### config.mk
export PLATFORM = sky130hd
export DESIGN_NAME = fir_data_sequencer
export DESIGN_NICKNAME = d
export VERILOG_FILES = /design/src/rtl/fir_data_sequencer.sv
export SDC_FILE = /design/constraint.sdc
export NUM_CORES = 2
export LEC_CHECK = 0
export ABC_AREA = 0
export BUFFER_PORTS_ARGS = -buffer_cell sky130_fd_sc_hd__buf_4
export CAP_MARGIN = 20
export CORE_ASPECT_RATIO = 1.2
export CORE_MARGIN = 3
export CORE_UTILIZATION = 40
export DETAILED_ROUTE_END_ITERATION = 10
export GPL_TIMING_DRIVEN = 1
export PLACE_DENSITY = 0.58
export REMOVE_ABC_BUFFERS = 1
export SYNTH_ARGS = -nofsm -noshare
export SYNTH_HDL_FRONTEND = slang
export SYNTH_SLANG_ARGS = --single-unit
### constraint.sdc
create_clock -name CLK -period 7.8 [get_ports CLK]
set_input_delay 1.56 -clock CLK [delete_from_list [all_inputs] [get_ports CLK]]
set_output_delay 1.56 -clock CLK [all_outputs]
set_load 0.03 [all_outputs]
### src/rtl/fir_data_sequencer.sv
// Stream-side FIR engine: circular sample buffer in the data BRAM, one MAC per
// cycle against the tap BRAM, filtered sample emitted on an output stream.
module fir_data_sequencer #(
    parameter int TAPS   = 11,
    parameter int DATA_W = 32,
    parameter int ADDR_W = 12
) (
    input  logic              CLK,
    input  logic              RST,
    input  logic              ap_start,
    input  logic [31:0]       data_length,
    output logic              ap_idle,
    output logic              ap_done,
    input  logic              ss_tvalid,
    input  logic [DATA_W-1:0] ss_tdata,
    output logic              ss_tready,
    output logic              sm_tvalid,
    output logic [DATA_W-1:0] sm_tdata,
    output logic              sm_tlast,
    input  logic              sm_tready,
    output logic              tap_EN,
    output logic [ADDR_W-1:0] tap_A,
    input  logic [DATA_W-1:0] tap_Do,
    output logic [3:0]        data_WE,
    output logic              data_EN,
    output logic [ADDR_W-1:0] data_A,
    output logic [DATA_W-1:0] data_Di,
    input  logic [DATA_W-1:0] data_Do
);
    localparam int KW = $clog2(TAPS);

    typedef enum logic [2:0] {IDLE, CLEAR, WAIT_IN, MAC, OUT, DONE} state_t;

    state_t            state_q, state_d;
    logic [KW-1:0]     k_q, k_d;
    logic [KW-1:0]     head_q, head_d;
    logic [31:0]       count_q, count_d;
    logic [31:0]       len_q, len_d;
    logic [DATA_W-1:0] acc_q, acc_d;

    logic [KW-1:0]     mac_idx;
    logic [DATA_W-1:0] prod;
    logic              last;

    function automatic logic [ADDR_W-1:0] word_addr(input logic [KW-1:0] idx);
        return {{(ADDR_W-KW-2){1'b0}}, idx, 2'b00};
    endfunction

    // Newest sample sits at head; tap k pairs with the sample k positions older.
    always_comb begin
        mac_idx = (head_q >= k_q) ? head_q - k_q : head_q + KW'(TAPS) - k_q;
        // Low DATA_W bits of a product are identical for signed and unsigned operands.
        prod    = tap_Do * data_Do;
        last    = (count_q == len_q - 32'd1);
    end

    always_ff @(posedge CLK) begin
        if (RST) begin
            state_q <= IDLE;
            k_q     <= '0;
            head_q  <= '0;
            count_q <= '0;
            len_q   <= '0;
            acc_q   <= '0;
        end else begin
            state_q <= state_d;
            k_q     <= k_d;
            head_q  <= head_d;
            count_q <= count_d;
            len_q   <= len_d;
            acc_q   <= acc_d;
        end
    end

    always_comb begin
        state_d = state_q;
        k_d     = k_q;
        head_d  = head_q;
        count_d = count_q;
        len_d   = len_q;
        acc_d   = acc_q;
        case (state_q)
            IDLE: if (ap_start) begin
                len_d   = data_length;
                head_d  = '0;
                count_d = '0;
                k_d     = '0;
                state_d = CLEAR;
            end
            CLEAR: if (k_q == KW'(TAPS-1)) begin
                k_d     = '0;
                state_d = (len_q == 32'd0) ? DONE : WAIT_IN;
            end else begin
                k_d = k_q + 1'b1;
            end
            WAIT_IN: if (ss_tvalid) begin
                acc_d   = '0;
                k_d     = '0;
                state_d = MAC;
            end
            MAC: begin
                acc_d = acc_q + prod;
                if (k_q == KW'(TAPS-1)) begin
                    k_d     = '0;
                    state_d = OUT;
                end else begin
                    k_d = k_q + 1'b1;
                end
            end
            OUT: if (sm_tready) begin
                head_d  = (head_q == KW'(TAPS-1)) ? '0 : head_q + 1'b1;
                count_d = count_q + 32'd1;
                state_d = last ? DONE : WAIT_IN;
            end
            DONE:    state_d = IDLE;
            default: state_d = IDLE;
        endcase
    end

    always_comb begin
        ap_idle   = 1'b0;
        ap_done   = 1'b0;
        ss_tready = 1'b0;
        sm_tvalid = 1'b0;
        sm_tdata  = '0;
        sm_tlast  = 1'b0;
        tap_EN    = 1'b0;
        tap_A     = '0;
        data_WE   = 4'h0;
        data_EN   = 1'b0;
        data_A    = '0;
        data_Di   = '0;
        case (state_q)
            IDLE: ap_idle = 1'b1;
            CLEAR: begin
                data_EN = 1'b1;
                data_WE = 4'hF;
                data_A  = word_addr(k_q);
            end
            WAIT_IN: begin
                ss_tready = 1'b1;
                if (ss_tvalid) begin
                    data_EN = 1'b1;
                    data_WE = 4'hF;
                    data_A  = word_addr(head_q);
                    data_Di = ss_tdata;
                end
            end
            MAC: begin
                tap_EN  = 1'b1;
                tap_A   = word_addr(k_q);
                data_EN = 1'b1;
                data_A  = word_addr(mac_idx);
            end
            OUT: begin
                sm_tvalid = 1'b1;
                sm_tdata  = acc_q;
                sm_tlast  = last;
            end
            DONE:    ap_done = 1'b1;
            default: ;
        endcase
    end
endmodule

# After elaboration in Yosys (flattened, before gate mapping)
# Cells that the tools add are included.
dict set report totals {
  mem_bits_rw 0
  inputBits 133
  latchBits 0
  memories 0
  output_inout_bits 99
  mem_bits_ro 0
  reg_bits 107
  elab_cells 77
}
dict set report classes {
  n_addsub 8
  mux 37
  n_lt_le_gt_ge 1
  reduce_logical 11
  eq_ne 13
  n_bitwise 0
  n_div 0
  mul 1
  shift 0
}
# cell count
set ops {}
lappend ops {{32-bit two-way mux} 6}
lappend ops {{32-bit one-hot mux with 2 select lines} 2}
lappend ops {{32-bit by 1-bit adder with 32-bit output (second input constant)} 1}
lappend ops {{32-bit adder} 1}
lappend ops {{32-bit equality test} 1}
lappend ops {{32-bit logical NOT} 1}
lappend ops {{32-bit by 32-bit multiplier with 32-bit output} 1}
lappend ops {{32-bit by 1-bit subtractor with 32-bit output (second input constant)} 1}
lappend ops {{4-bit two-way mux} 7}
lappend ops {{3-bit two-way mux} 7}
lappend ops {{6-bit one-hot mux with 3 select lines} 1}
lappend ops {{4-bit one-hot mux with 2 select lines} 2}
lappend ops {{3-bit one-hot mux with 5 select lines} 1}
lappend ops {{6-bit two-way mux} 2}
lappend ops {{4-bit one-hot mux with 3 select lines} 1}
lappend ops {{2-bit inequality test (second input constant)} 5}
lappend ops {{4-bit by 1-bit adder with 4-bit output (second input constant)} 2}
lappend ops {{4-bit equality test (second input constant)} 2}
lappend ops {{4-bit subtractor} 2}
lappend ops {{1-bit two-way mux} 7}
lappend ops {{3-bit by 2-bit equality test with 1-bit output (second input constant)} 2}
lappend ops {{3-bit equality test (second input constant)} 2}
lappend ops {{3-bit AND reduction} 2}
lappend ops {{5-bit AND reduction} 1}
lappend ops {{other kinds (9)} 11}

# Longest topological paths before layout
dict set report logic_depth {
  depth_word 5
  mapped_depth 30
  ltp_nobuf 27
}

# Least setup slack after synthesis
# Ideal clock, no wire load.
dict set report synth_path {
  path_type {input to register}
  start {input data_Do[4]}
  end {register acc_q[31]}
  stages 28
  setup_slack_ns -0.388
  arrival_ns 8.071
  t_required_ns 7.683
  path_cell_list {clkbuf_1 -> clkbuf_1 -> and2_1 -> fa_1 -> fa_1 -> fa_1 -> inv_1 -> fa_1 -> inv_1 -> fa_1 -> inv_1 -> fa_1 -> inv_1 -> fa_1 -> inv_1 -> fa_1 -> inv_1 -> ha_1 -> and3_1 -> clkbuf_1 -> and3_1 -> nor3_1 -> nand2_1 -> o221ai_1 -> o21ai_0 -> o41a_1 -> xnor2_1 -> a22o_1}
}
dict set report synth_via {
  elab_chain_len 3
}
# item line
set synth_rtl {}
lappend synth_rtl {{start: declaration} 28} ;# input logic [DATA_W-1:0] data_Do
lappend synth_rtl {{32-bit by 32-bit multiplier with 32-bit output} 53} ;# prod = tap_Do * data_Do;
lappend synth_rtl {{32-bit adder} 102} ;# acc_d = acc_q + prod;
lappend synth_rtl {{32-bit one-hot mux with 2 select lines} 82} ;# case (state_q)
lappend synth_rtl {{end signal: assignment} 64} ;# acc_q <= '0;
lappend synth_rtl {{end signal: assignment} 71} ;# acc_q <= acc_d;
lappend synth_rtl {{end: declaration} 39} ;# logic [DATA_W-1:0] acc_q, acc_d;
# No other way between the ends.
# A chain may end at the register's enable or synchronous reset.

# Worst setup path after layout
dict set report layout_path {
  start {input tap_Do[12]}
  end {register acc_q[30]}
}
dict set report layout_via {
  elab_chain_len 3
}
# item line
set layout_rtl {}
lappend layout_rtl {{start: declaration} 23} ;# input logic [DATA_W-1:0] tap_Do,
lappend layout_rtl {{32-bit by 32-bit multiplier with 32-bit output} 53}
lappend layout_rtl {{32-bit adder} 102}
lappend layout_rtl {{32-bit one-hot mux with 2 select lines} 82}
# No other way between the ends.

==> results.toml <==
[status]
status = "complete, no violations"

[critical_path]
cp_num_buf_inv = 5
path_delay_family = "adder cells"
cp_max_fo = 9
cp_slowest_cell = "fa_1"
worstPathRequired_ns = 8.07
crit_arrival_ns = 7.99
path_cells = "buf_6, and2_4, fa_1, fa_1, fa_1, inv_2, fa_1, inv_2, fa_1, fa_1, fa_1, inv_2, fa_1, inv_2, ha_4, a21o_1, a21o_1, a21o_1, a41o_1, o211ai_1, nand4_1, a31oi_1, xnor2_1, a22o_1"
reg2reg_slack_ns = 1.17
path_common_cell = "fa_1"
worstReg2RegEnd = "acc_q[30]$_SDFFE_PP0P_"
crit_path_start_kind = "input port"
crit_type = "input port to flip-flop"
cp.depth = 24
max_stage_delay_ns = 0.55
rr_worst_depth = 24
endpoint_kind = "flip-flop"
timing.rr.start = "acc_q[18]$_SDFFE_PP0P_"

[logic_synthesis]
netlist_instances = 2698
synth_common_cells = "511 x inv_1, 441 x fa_1, 323 x and2_1, 317 x nand2_1, 138 x ha_1"
synth_area_leader_cell = "fa_1"
synth-compound-area-share_pct = 6.79
async_flop_share_pct = 0
syn-cell-area_mm2 = 0.0232
synth_xor_area_share_pct = 5.41
synth_edf_count = 0
ys_seq_area_share_pct = 9.25
yosys_warnings = 0
synth_top_area_share_pct = 38.1
ys_types = 81
synth_area_leaders = "fa_1 38%, dfxtp_1 9.3%, and2_1 8.7%"
synth_top_family_by_area = "adder cells"
ys_ff_latch = 107
yosys.cell_count.top_type = "inv_1"
synth_fa_ha_area_share_pct = 45.6
synthSimpleGateAreaFrac_pct = 21.4
syn_avg_cell_area_um2 = 8.58
synthMuxAreaShare_pct = 0.346
ys.flop_type = "dfxtp_1"

[layout]
fillers = 5490
postLayoutCoreUtil_pct = 48.0
drive_gt1_share_pct = 17.9
area_delta_synth_final_pct = 18.7
nets = 3679
multi_input_area_mm2 = 0.0188
ff_latch_area_mm2 = 0.00214

[clocking]
cts.sinks = 107
clockBufferDepth = 2
cts_buffers = 9
path_clk_slew_ns = 0.08
cts_tree = "yes"
cts_root_buf = "clkbuf_16"
h-tree-depth = 3
clk_latency_ns = 0.36

[place]
dp_slack_ns = -0.579
dp_hpwl_um = 58500
globalplace.congestion = 0.898
port_buffers = 215

[sta]
tightest_slew_ns = 1.12
finalWorstSetupSlack_ns = 0.0801
finalHoldViolCount = 0
max_freq_mhz = 130
finalSetupViolCount = 0
skew_ns = 0.0102
relSlewSlack_pct = 25.2
fin_crit_sh_pct = 99.0
setup_tns_ns = 0
rsz0062_at_grt = "yes"
slew_violations = 0
finalCriticalPeriod_ns = 7.72

[global_routing]
grt_overflow = 0
antenna_found_initial = 6
grt_pass1_wl_um = 110000
grtUsageTotal_pct = 23.0
grt_pass1_vias = 20600
grt_max_degree = 69

[floorplan]
die_w_um = 226
dieArea_mm2 = 0.0608
coreArea_mm2 = 0.0573
row_count = 96
start_util_pct = 40.4
die_y_um = 270
pin_count = 232

[detailed_routing]
drt-initial-drc-count = 979
drt-total-wl_um = 69800
drc = 0
wire_per_inst_um = 18.8
vias_per_cell = 5.08
final_antenna_net_count = 0
drt_first_pass_iters = 5
vias = 18800

[min_path]
hold_depth = 1
hold_class = "flip-flop to flip-flop"
min_from = "acc_q[27]$_SDFFE_PP0P_"
min_to = "acc_q[27]$_SDFFE_PP0P_"

[run]
max_cap_viol_count = 0
-- worst register-to-register path, stage by stage (launching register included) --
cell      delay (ns)
dfxtp_1         0.46
fa_1            0.47
fa_1            0.51
fa_1            0.52
inv_2           0.04
fa_1            0.54
inv_2           0.04
fa_1            0.49
inv_1           0.05
fa_1            0.53
inv_1           0.05
fa_1            0.49
inv_2           0.05
fa_1            0.50
inv_2           0.05
ha_4            0.16
a21o_1          0.16
a21o_1          0.18
a21o_1          0.20
a41o_1          0.21
o211ai_1        0.23
nand4_1         0.13
a31oi_1         0.22
xnor2_1         0.09
a22o_1          0.19
-- kinds of logic after synthesis --
kind of cell,count (synthesis)
xor gates and xnor gates,143
DFF,107
adders and majority gates,579
AOI/OAI and AO/OA,230
muxes,8
other,1
buffers and inverters,668
and+or+nand+nor,962
-- worst max-delay path by stage --
stage,slack [ns],start,endpoint
final,0.08,tap_Do[12],acc_q[30]$_SDFFE_PP0P_
after global routing,-0.13,data_Do[4],acc_q[30]$_SDFFE_PP0P_
after CTS,0.0001,data_Do[2],acc_q[31]$_SDFFE_PP0P_
after detailed placement,-0.58,data_Do[2],acc_q[31]$_SDFFE_PP0P_
after global placement,-0.50,data_Do[2],acc_q[31]$_SDFFE_PP0P_
after floorplan,-0.04,data_Do[0],acc_q[31]$_SDFFE_PP0P_
-- stage by stage --
stage                     area [um^2]  hold WS [ns]  instances
after floorplan                 22500         0.442       2556
after global placement          26400         0.465       3672
after detailed placement        26400         0.462       3672
after CTS                       26800         0.482       3688
after global routing            27500         0.500       3707
final                           27500         0.480       3709
-- repair_timing --
action | 4_1_cts | 5_1_grt
endpoints found under the setup margin | 4 | 14
gates resized for setup | 18 | 131
buffers inserted | 1 | 13
hold buffers | 0 | 0
pin swaps | 20 | 75
cloned | 0 | 2
-- routing by layer --
metal	track usage (%)	up-vias	routed length [um]
li1	-	8711	-
met1	29.0	9536	28200
met2	40.9	480	35700
met3	3.32	98	3720
met4	6.69	4	2080
met5	0	-	34
-- cell usage in the layout, fill, tap and decap left out, types with 23 or more instances in the layout --
master,instances
buf_4,357
o21ai_0,26
nand2_1,316
and2_4,23
nor2_1,121
a21oi_1,67
fa_1,429
and3_1,57
xor2_1,46
nand3_1,30
inv_1,490
ha_1,130
and2_1,300
dfxtp_1,107
xnor2_1,96
-- cell type report --
cell class,count,share of cell area (%)
inverter,511,6.98
clock buffer,9,0.820
tap,735,3.35
multi-input combinational,1938,68.4
timing repair buffer,400,12.3
clock inverter,6,0.305
sequential,107,7.79
antenna,3,0.0273
-- state kept, by name, indices dropped and copies added (netlist names) --
| signal | flops |
|---|---|
| head_q | 4 |
| k_q | 4 |
| len_q | 32 |
| count_q | 32 |
| acc_q | 32 |
| state_q | 3 |
Power is not shown: default switching activity piles up to over one toggle a cycle in this logic, so the estimate is an artifact.
